===== src/rtl/bcd_reaction_counter_pkg.sv =====
// Shared types and helpers for the BCD reaction counter.
package rt_pkg;

  typedef enum logic [2:0] {
    IDLE,
    WAIT,
    TIME,
    HOLD,
    ERR_EARLY,
    ERR_LONG
  } rt_state_t;

  localparam logic [3:0] BCD_MAX = 4'd9;

  // Prescaler width; never zero so TICK_DIV=1 still yields a legal vector.
  function automatic int presc_width(input int div);
    if (div <= 1) return 1;
    return $clog2(div);
  endfunction

endpackage


===== src/rtl/bcd_reaction_counter_digit.sv =====
// One BCD digit (0..9) with synchronous clear and ripple carry.
module bcd_digit_cnt
  import rt_pkg::*;
(
  input  logic       clk,
  input  logic       rst,
  input  logic       clr,
  input  logic       inc,
  input  logic       carry_in,
  output logic [3:0] q,
  output logic       carry_out,
  output logic       all_nine
);

  assign all_nine  = (q == BCD_MAX);
  assign carry_out = carry_in & all_nine;

  always_ff @(posedge clk or posedge rst) begin
    if (rst) begin
      q <= 4'd0;
    end else if (clr) begin
      q <= 4'd0;
    end else if (inc && carry_in) begin
      q <= all_nine ? 4'd0 : q + 4'd1;
    end
  end

endmodule


===== src/rtl/bcd_reaction_counter.sv =====
// Reaction timer: programmable wait phase followed by an N-digit BCD interval count.
//
// state     | meaning
// IDLE      | cleared, waiting for record_wait
// WAIT      | counting WAIT_TICKS ticks; stop here is an early press
// TIME      | BCD count advancing one step per tick
// HOLD      | user pressed stop, count frozen
// ERR_EARLY | stop seen during WAIT, count stays 0
// ERR_LONG  | count saturated at all 9s
module bcd_reaction_counter
  import rt_pkg::*;
#(
  parameter int N_DIGITS   = 4,
  parameter int TICK_DIV   = 100000,
  parameter int WAIT_TICKS = 5
) (
  input  logic                  clk,
  input  logic                  rst,
  input  logic                  time_clr,
  input  logic                  record_wait,
  input  logic                  stop,
  output logic [4*N_DIGITS-1:0] digits,
  output logic                  record_wait_done,
  output logic                  error_long_delay,
  output logic                  error_early,
  output logic                  running
);

  localparam int PW = presc_width(TICK_DIV);
  localparam logic [PW-1:0] PRESC_LAST = PW'(TICK_DIV - 1);
  localparam logic [15:0] WAIT_LAST = 16'(WAIT_TICKS - 1);

  rt_state_t state;
  logic [PW-1:0] presc;
  logic [15:0] wait_cnt;
  logic tick;
  logic all_nine_all;
  logic cnt_clr;
  logic cnt_inc;
  logic [N_DIGITS-1:0] dig_nine;
  logic [N_DIGITS:0] carry;

  assign tick         = ((state == WAIT) || (state == TIME)) && (presc == PRESC_LAST);
  assign all_nine_all = &dig_nine;
  assign cnt_clr      = time_clr || (state == IDLE);
  // carry out of the top digit means this increment would wrap; block it to saturate.
  assign cnt_inc      = (state == TIME) && !time_clr && !stop && tick && !carry[N_DIGITS];
  assign carry[0]     = 1'b1;

  for (genvar g = 0; g < N_DIGITS; g++) begin : g_digit
    bcd_digit_cnt u_digit (
      .clk      (clk),
      .rst      (rst),
      .clr      (cnt_clr),
      .inc      (cnt_inc),
      .carry_in (carry[g]),
      .q        (digits[4*g +: 4]),
      .carry_out(carry[g+1]),
      .all_nine (dig_nine[g])
    );
  end

  always_ff @(posedge clk or posedge rst) begin
    if (rst) begin
      state            <= IDLE;
      presc            <= '0;
      wait_cnt         <= 16'd0;
      record_wait_done <= 1'b0;
      error_long_delay <= 1'b0;
      error_early      <= 1'b0;
      running          <= 1'b0;
    end else begin
      record_wait_done <= 1'b0;
      if (tick || !((state == WAIT) || (state == TIME))) presc <= '0;
      else                                              presc <= presc + 1'b1;

      if (time_clr) begin
        state            <= IDLE;
        presc            <= '0;
        wait_cnt         <= 16'd0;
        error_long_delay <= 1'b0;
        error_early      <= 1'b0;
        running          <= 1'b0;
      end else begin
        case (state)
          IDLE: begin
            wait_cnt <= 16'd0;
            if (record_wait) begin
              state <= WAIT;
              presc <= '0;
            end
          end
          WAIT: begin
            if (stop) begin
              state       <= ERR_EARLY;
              error_early <= 1'b1;
              presc       <= '0;
            end else if (!record_wait) begin
              state    <= IDLE;
              wait_cnt <= 16'd0;
              presc    <= '0;
            end else if (tick) begin
              if (wait_cnt == WAIT_LAST) begin
                state            <= TIME;
                record_wait_done <= 1'b1;
                running          <= 1'b1;
                wait_cnt         <= 16'd0;
              end else begin
                wait_cnt <= wait_cnt + 16'd1;
              end
            end
          end
          TIME: begin
            if (stop) begin
              state   <= HOLD;
              running <= 1'b0;
              presc   <= '0;
            end else if (tick && all_nine_all) begin
              state            <= ERR_LONG;
              error_long_delay <= 1'b1;
              running          <= 1'b0;
            end
          end
          default: ;
        endcase
      end
    end
  end

endmodule


===== config.mk =====
export PLATFORM = sky130hd
export DESIGN_NAME = bcd_reaction_counter
export DESIGN_NICKNAME = d
export VERILOG_FILES = /design/src/rtl/bcd_reaction_counter_pkg.sv /design/src/rtl/bcd_reaction_counter_digit.sv /design/src/rtl/bcd_reaction_counter.sv
export SDC_FILE = /design/constraint.sdc
export NUM_CORES = 1
export LEC_CHECK = 0
export BUFFER_PORTS_ARGS = -buffer_cell sky130_fd_sc_hd__buf_2
export CAP_MARGIN = 20
export CORE_ASPECT_RATIO = 1.4
export CORE_MARGIN = 2
export CORE_UTILIZATION = 45
export CTS_BUF_LIST = sky130_fd_sc_hd__clkbuf_8
export DETAILED_ROUTE_END_ITERATION = 6
export PLACE_DENSITY = 0.7
export RECOVER_POWER = 25
export SYNTH_ARGS = -nofsm -noshare
export SYNTH_HDL_FRONTEND = slang
export SYNTH_SLANG_ARGS = --single-unit

===== constraint.sdc =====
create_clock -name clk -period 2.9 [get_ports clk]
set_clock_uncertainty 0.1 [all_clocks]
set_input_delay 0.145 -clock clk [delete_from_list [all_inputs] [get_ports clk]]
set_output_delay 0.145 -clock clk [all_outputs]
set_load 0.02 [all_outputs]

==> out/qor.csv, run 1 <==
stage,metric,value,unit
power,power,0.00151,W
routing,wl_met1,3120,um
worst_setup_path,end_kind,flip-flop,
sta,max_freq,406,MHz
clock_network,post_cts_buffers,0,
worst_setup_path,r2r_end,g_digit[1].u_digit.q[3],
worst_setup_path,worstSetupPathType,flip-flop to flip-flop,
floorplanning,die_h,105,um
sta,worstMarginPinSlew,0.708,ns
outcome,status,"complete, no violations",
clock_network,h-tree-depth,2,
yosys,netlist_instances,354,
clock_network,ctsResizeCount,0,
routing,drc,0,
yosys,syn-num-nets,370,
routing,dr_wl_met3,277,um
clock_network,holdBufCountCts,1,
yosys,synth.area.top_cells,"dfrtp_1, nor2_1, ha_1",
yosys,ys_ff_latch,56,
yosys,yosys_warnings,0,
sta,relSlewSlack,52.6,%
worst_setup_path,critPathMaxFanout,6,
sta,finalHoldViolCount,0,
worst_setup_path,critPathLaunch,presc[0],
power,peakVddDrop,0.000249,V
clock_network,insertion_delay,0.31,ns
routing,drtIter0Drc,164,
global_routing,antenna_found_initial,0,
sta,setup_viol,0,
global_routing,grt_pass1_wl,12400,um
clock_network,root_buffer,clkbuf_8,
clock_network,cts_buffer_depth,2,
floorplanning,core.rowCount,36,
worst_setup_path,endpoint,g_digit[1].u_digit.q[3],
clock_network,cts_buffers,5,
worst_setup_path,cp-start-kind,flip-flop,
placed_design,gp_congestion,0.912,
worst_setup_path,worstPathArrival,2.57,ns
finish,drive_gt1_share,9.28,%
yosys,synth-async-reset-ratio,100,%
run,maxCapViolCount,0,
routing,wl,7230,um
sta,rsz0062_at_grt,no,
worst_setup_path,rrSetupSlack,0.43,ns
global_routing,grt_use_total,18.7,%
floorplanning,num_io_pins,25,
finish,regArea,1400,um2
clock_network,cts_tree,yes,
yosys,synth_cell_type_count,63,
routing,wl_met2,3680,um
placed_design,io_buffer_count,24,
yosys,synth_edf_count,0,
clock_network,numClockSinks,56,
yosys,synth_top_area_cell,dfrtp_1,
placed_design,dp_hpwl,5240,um
yosys,synthesis.area,3290,um2
worst_setup_path,worst_r2r_path_depth,6,
global_routing,grt_max_degree,41,
sta,tns,0,ns
power,p_per_area,423,nW/um2
sta,hold_ws,0.0287,ns
floorplanning,dieArea,8010,um2
worst_setup_path,rr_startpoint,presc[0],
yosys,seq_area_frac_synth,42.7,%
floorplanning,core,7030,um2
finish,num_antenna_cells,0,
yosys,yosysTopAreaCellShare,42.7,%
floorplanning,die_x,76.2,um
min_path,hp-class,input port to flip-flop,
worst_setup_path,worstPathRequired,3.01,ns
finish,multi_input_area,1740,um2
routing,vias,2755,
finish,num-nets-final,392,
sta,maxSlewViolCount,0,
finish,fill_cells,697,
floorplanning,start_util,46.8,%
routing,ant_nets,0,
sta,final.min_clock_period,2.47,ns
global_routing,gr-total-overflow,0,
power,p_leak,1.49,nW
routing,routedWlPerCell,15.3,um
routing,maxUsedRoutingLayer,met4,
yosys,ys.flop_type,dfrtp_1,
yosys,avgSynthCellArea,9.28,um2
clock_network,clk_pin_slew,0.10,ns
sta,period_share,85.0,%
global_routing,grt_pass1_vias,2709,
routing,drt_pass1_iterations,4,
finish,area_growth,8.57,%
routing,vias_per_cell,5.84,
## placed cells by master, fill, tap and decap left out, types with 3 or more instances in the layout
| master | count |
|---|---|
| o21a_1 | 3 |
| a41oi_1 | 3 |
| and4_1 | 4 |
| mux2i_1 | 7 |
| or3_1 | 6 |
| clkbuf_8 | 6 |
| nand3_1 | 20 |
| buf_4 | 6 |
| nor2_1 | 44 |
| xor2_1 | 8 |
| inv_1 | 16 |
| buf_2 | 7 |
| a211oi_1 | 3 |
| nor3_1 | 13 |
| nor4_1 | 10 |
| nand2_1 | 23 |
| xnor2_1 | 9 |
| dfrtp_1 | 56 |
| a21o_1 | 4 |
| a211o_1 | 4 |
| a31oi_1 | 9 |
| and3_1 | 5 |
| o31ai_1 | 5 |
| clkbuf_1 | 17 |
| o21ai_0 | 12 |
| nand4_1 | 8 |
| ha_1 | 11 |
| a21oi_1 | 8 |
| and3b_1 | 4 |
| nand3b_1 | 6 |
## sequential cells by signal, indices dropped and copies added (netlist names)
signal / count
record_wait_done: 1
error_long_delay: 1
error_early: 1
wait_cnt: 16
running: 1
g_digit.u_digit.q: 16
presc: 17
state: 3
## Yosys cell counts, types with 2 or more instances
cell,count
a211o_1,4
a211oi_1,3
a21bo_2,2
a21o_1,4
a21oi_1,8
a31oi_1,9
a41oi_1,3
and2_1,2
and3_1,5
and3b_1,4
and4_1,4
buf_1,2
buf_4,2
buf_6,2
clkbuf_1,9
dfrtp_1,56
ha_1,11
inv_1,16
mux2i_1,7
nand2_1,23
nand3_1,20
nand3b_1,6
nand4_1,8
nor2_1,44
nor3_1,13
nor4_1,10
o211ai_1,2
o21a_1,3
o21ai_0,12
o31ai_1,5
o41ai_1,2
or2_2,2
or3_1,6
xnor2_1,9
xor2_1,8
## layer usage
metal	vias up	track usage (%)
li1	1333	-
met1	1343	22.5
met2	66	33.0
met3	13	3.20
met4	0	7.27
met5	-	0
## cells by family after synthesis
| family | count (synthesis) | synth area share, % |
|---|---|---|
| adder cells (fa/ha/maj) | 11 | 4.19 |
| AND/OR/NAND/NOR | 165 | 28.2 |
| multiplexers | 7 | 2.13 |
| XOR/XNOR | 17 | 4.53 |
| AO/OA/AOI/OAI | 66 | 13.9 |
| flip-flops | 56 | 42.7 |
| buffers and inverters | 32 | 4.38 |
## worst max-delay path, stage by stage, from the launching register on
cell and delay [ns]:
dfrtp_1 0.40, ha_1 0.22, and4_4 0.27, nand4_2 0.16, or4b_1 0.67, and2_1 0.24, a211o_1 0.29
## metrics by stage
stage                     worst slack [ns]  instances  cell area (um2)  utilization [%]
after floorplan                      0.472        354             3290                -
after global placement               0.507        463             3490             49.6
after detailed placement             0.456        463             3490             49.6
after CTS                            0.441        472             3590             51.1
after global routing                 0.313        472             3570             50.8
final                                0.435        472             3570             50.8
## report_power, final
part	internal, W	leakage (nW)	switching (W)
Clock	0.000191	0.0510	0.000254
Sequential	0.000794	0.780	0.0000291
Combinational	0.0000718	0.655	0.000168
## worst min path at each step
stage,slack [ns],depth (start not counted),start,to
global placement,0.04,2,rst,presc[3]
detailed placement,0.04,2,rst,presc[1]
finish,0.03,2,time_clr,error_early
CTS,0.006,2,time_clr,error_early
global route,0.02,2,time_clr,error_early
floorplan,0.22,2,stop,error_early
## layout make-up
cell class	count	area share, %
multi-input cells	266	48.8
flip-flops and latches	56	39.3
repair buffers	31	4.31
well taps	95	3.33
clock buffers	6	2.31
inverters	16	1.68
clock inverters	2	0.281
Note: power is estimated with default switching activity, not from simulation.
==> inputs of run 2 (changes only) <==
Settings changed: CORE_ASPECT_RATIO 1.4 to default, SYNTH_HIERARCHICAL from default to 1.
==> run 2 against run 1 <==
Net effect:
- non-clock buffer count is the same
- highest routed layer unchanged
- largest cell class unchanged
- design area grew 0.91%
- sequential power grew 2%
==> out/qor.csv, run 2 <==
stage,metric,value,unit,change
floorplanning,start_util,47.1,%,+0.32 points
outcome,status,"complete, no violations",,
sta,rsz0062_at_grt,yes,,
routing,wl,7300,um,+0.98%
routing,ant_nets,0,,unchanged
floorplanning,num_io_pins,25,,unchanged
power,p_per_area,429,nW/um2,+1.5%
sta,final.min_clock_period,2.75,ns,+0.287 ns
worst_setup_path,cp-start-kind,flip-flop,,
routing,drc,0,,unchanged
worst_setup_path,worstPathRequired,3.04,ns,+0.03 ns
worst_setup_path,worstPathCellList,inv_1 > ha_1 > and3b_2 > and2_2 > and2_2 > and2_2 > and2_2 > nor3_2 > buf_4 > nand2_1 > or3_1 > a21oi_1,,
global_routing,grt_pass1_wl,12700,um,+3.0%
yosys,avgSynthCellArea,9.11,um2,-1.9%
finish,fill_cells,666,,-4.4%
finish,biggestRegsByFlops,"presc x17, g_digit.u_digit/q x16, wait_cnt x16",,
min_path,hp-class,input port to flip-flop,,
clock_network,cts_buffer_depth,2,,unchanged
floorplanning,dieArea,7920,um2,-1.1%
clock_network,ctsResizeCount,0,,unchanged
routing,vias_per_cell,5.75,,-1.5%
routing,vias,2784,,+1.1%
worst_setup_path,worstPathArrival,2.89,ns,+0.32 ns
yosys,synth-async-reset-ratio,100,%,unchanged
finish,final_cell_mix,"dfrtp_1, nor2_1, nand2_1",,
floorplanning,die_h,89.0,um,-15%
clock_network,numClockSinks,56,,unchanged
clock_network,insertion_delay,0.32,ns,about the same
yosys,synth_cell_type_count,52,,-17%
worst_setup_path,slowest_delay,0.42,ns,-0.25 ns
sta,setup_viol,0,,unchanged
yosys,netlist_instances,357,,+0.85%
worst_setup_path,critPathMostFrequentCell,and2_2,,
placed_design,dp_hpwl,5230,um,-0.19%
floorplanning,die_x,89.0,um,+17%
power,peakVddDrop,0.000258,V,+3.4%
min_path,worstHoldPathCells,2,,unchanged
clock_network,cts_buffers,5,,unchanged
yosys,yosysMostFrequentCell,dfrtp_1,,
sta,worstMarginPinSlew,0.763,ns,+0.0547 ns
power,power,0.00155,W,+2.4%
global_routing,grt-busiest-layer,met2,,
placed_design,io_buffer_count,24,,unchanged
yosys,synth.area.top_cells,"dfrtp_1, ha_1, nand3_1",,
finish,regMostFlops,presc,,
run,maxCapViolCount,0,,unchanged
clock_network,cts_tree,yes,,
global_routing,grt_pass1_vias,2674,,-1.3%
yosys,yosys_warnings,6,,+6
yosys,synth_top_area_cell,dfrtp_1,,
sta,maxSlewViolCount,0,,unchanged
yosys,ys_ff_latch,56,,unchanged
global_routing,grt_use_total,20.1,%,+1.5 points
floorplanning,core.rowCount,30,,-17%
routing,drtIter0Drc,158,,-3.7%
global_routing,gr-total-overflow,0,,unchanged
clock_network,clk_pin_slew,0.11,ns,about the same
yosys,synth_edf_count,0,,unchanged
global_routing,met2_usage,32.7,%,-0.30 points
placed_design,gp_congestion,0.902,,-1.1%
floorplanning,core,6910,um2,-1.7%
worst_setup_path,worst_r2r_path_depth,12,,+6
global_routing,antenna_found_initial,1,,+1
yosys,yosysTopAreaCellShare,43.1,%,+0.44 points
sta,finalHoldViolCount,0,,unchanged
worst_setup_path,end_kind,flip-flop,,
sta,relSlewSlack,49.1,%,-3.5 points
routing,drt_pass1_iterations,4,,unchanged
finish,finalNonFillerCells,484,,+2.5%
sta,period_share,94.9,%,+9.9 points
worst_setup_path,worstSetupPathType,flip-flop to flip-flop,,
yosys,ys.flop_type,dfrtp_1,,
finish,largest_reg_flops,17,,unchanged
clock_network,root_buffer,clkbuf_8,,
power,p_leak,1.50,nW,+1.2%
yosys,synthesis.area,3250,um2,-1.0%
finish,area_growth,10.7,%,
yosys,seq_area_frac_synth,43.1,%,+0.44 points
finish,drive_gt1_share,12.7,%,+3.4 points
finish,final_common_cell,dfrtp_1,,
finish,num-nets-final,402,,+2.6%
placed_design,dp.cells,473,,+2.2%
worst_setup_path,critPathMaxFanout,8,,+2
clock_network,h-tree-depth,2,,unchanged
global_routing,met3_usage,4.06,%,+0.87 points
sta,max_freq,363,MHz,-10%
yosys,synth_top_cells_by_count,"dfrtp_1, nor2_1, nand2_1, nand3_1",,
routing,routedWlPerCell,15.1,um,-1.5%
worst_setup_path,cpMaxStageDelayCell,dfrtp_1,,
global_routing,grt_use_met1,27.6,%,+5.1 points
global_routing,grt_max_degree,23,,-44%
run 2: worst paths after layout:
path | from | to | slack [ns]
max | g_digit[0].u_digit/q[1] | g_digit[1].u_digit/q[1] | 0.15
min in group asynchronous | rst | g_digit[3].u_digit/q[3] | 0.23
min | time_clr | error_early | 0.03
max reg2reg | g_digit[0].u_digit/q[1] | g_digit[1].u_digit/q[1] | 0.15
min reg2reg | presc[0] | presc[0] | 0.40
max in group asynchronous | rst | wait_cnt[3] | 1.43
run 2: worst max-delay path: cells and delay by family (launching register included):
family	cells	cell delay (ns)
and+or+nand+nor	8	1.60
buffers and inverters	2	0.23
adders and majority gates	1	0.18
DFF	1	0.42
AOI/OAI and AO/OA	1	0.15
run 2: layout make-up:
type	instances	area, um2	share of cell area, %
antenna	1	2.50	0.0695
clock buffer	5	68.8	1.91
clock inverter	3	23.8	0.660
inverter	21	78.8	2.19
multi-input combinational	271	1740	48.3
sequential	56	1400	38.9
tap	96	120	3.34
timing repair buffer	31	165	4.59
run 2: where the power goes:
part	internal, W	leakage (nW)	switching (W)
registers	0.000799	0.780	0.0000381
clock network	0.000172	0.0404	0.000272
logic	0.0000832	0.684	0.000182
total	0.00105	1.50	0.000492
run 2: cell families (layout without fill, tap and decap cells):
kind of cell	count (synthesis)	after routing	synth area share, %
other	1	4	0.115
buffers and inverters	32	60	3.81
muxes	5	5	1.58
adders and majority gates	11	11	4.23
and+or+nand+nor	168	168	29.4
xor gates and xnor gates	15	15	4.04
DFF	56	56	43.1
AOI/OAI and AO/OA	69	69	13.7
run 2: layer usage:
| layer | vias to the layer above | part of all wire [%] |
|---|---|---|
| met5 | - | 0 |
| met1 | 1339 | 45 |
| met2 | 83 | 48 |
| met4 | 0 | 0.99 |
| li1 | 1353 | - |
| met3 | 9 | 5.7 |
run 2: metrics by stage:
step           setup TNS, ns  setup WS [ns]  utilization (%)  hold slack [ns]  cell area [um2]
2_1_floorplan              0          0.110                -           -0.189             3260
3_3_place_gp               0          0.241             50.6         -0.00767             3500
3_5_place_dp               0          0.153             50.6          -0.0151             3500
4_1_cts                    0          0.121             52.1           0.0194             3600
5_1_grt               -0.145        -0.0406             52.1           0.0586             3600
6_report                   0          0.148             52.1           0.0299             3600
run 2: timing repair:
item / CTS / global route
hold buffers: 1 / 0
setup endpoints to repair: 0 / 5
hold endpoints to repair: 34 / 0
buffers inserted: 0 / 1
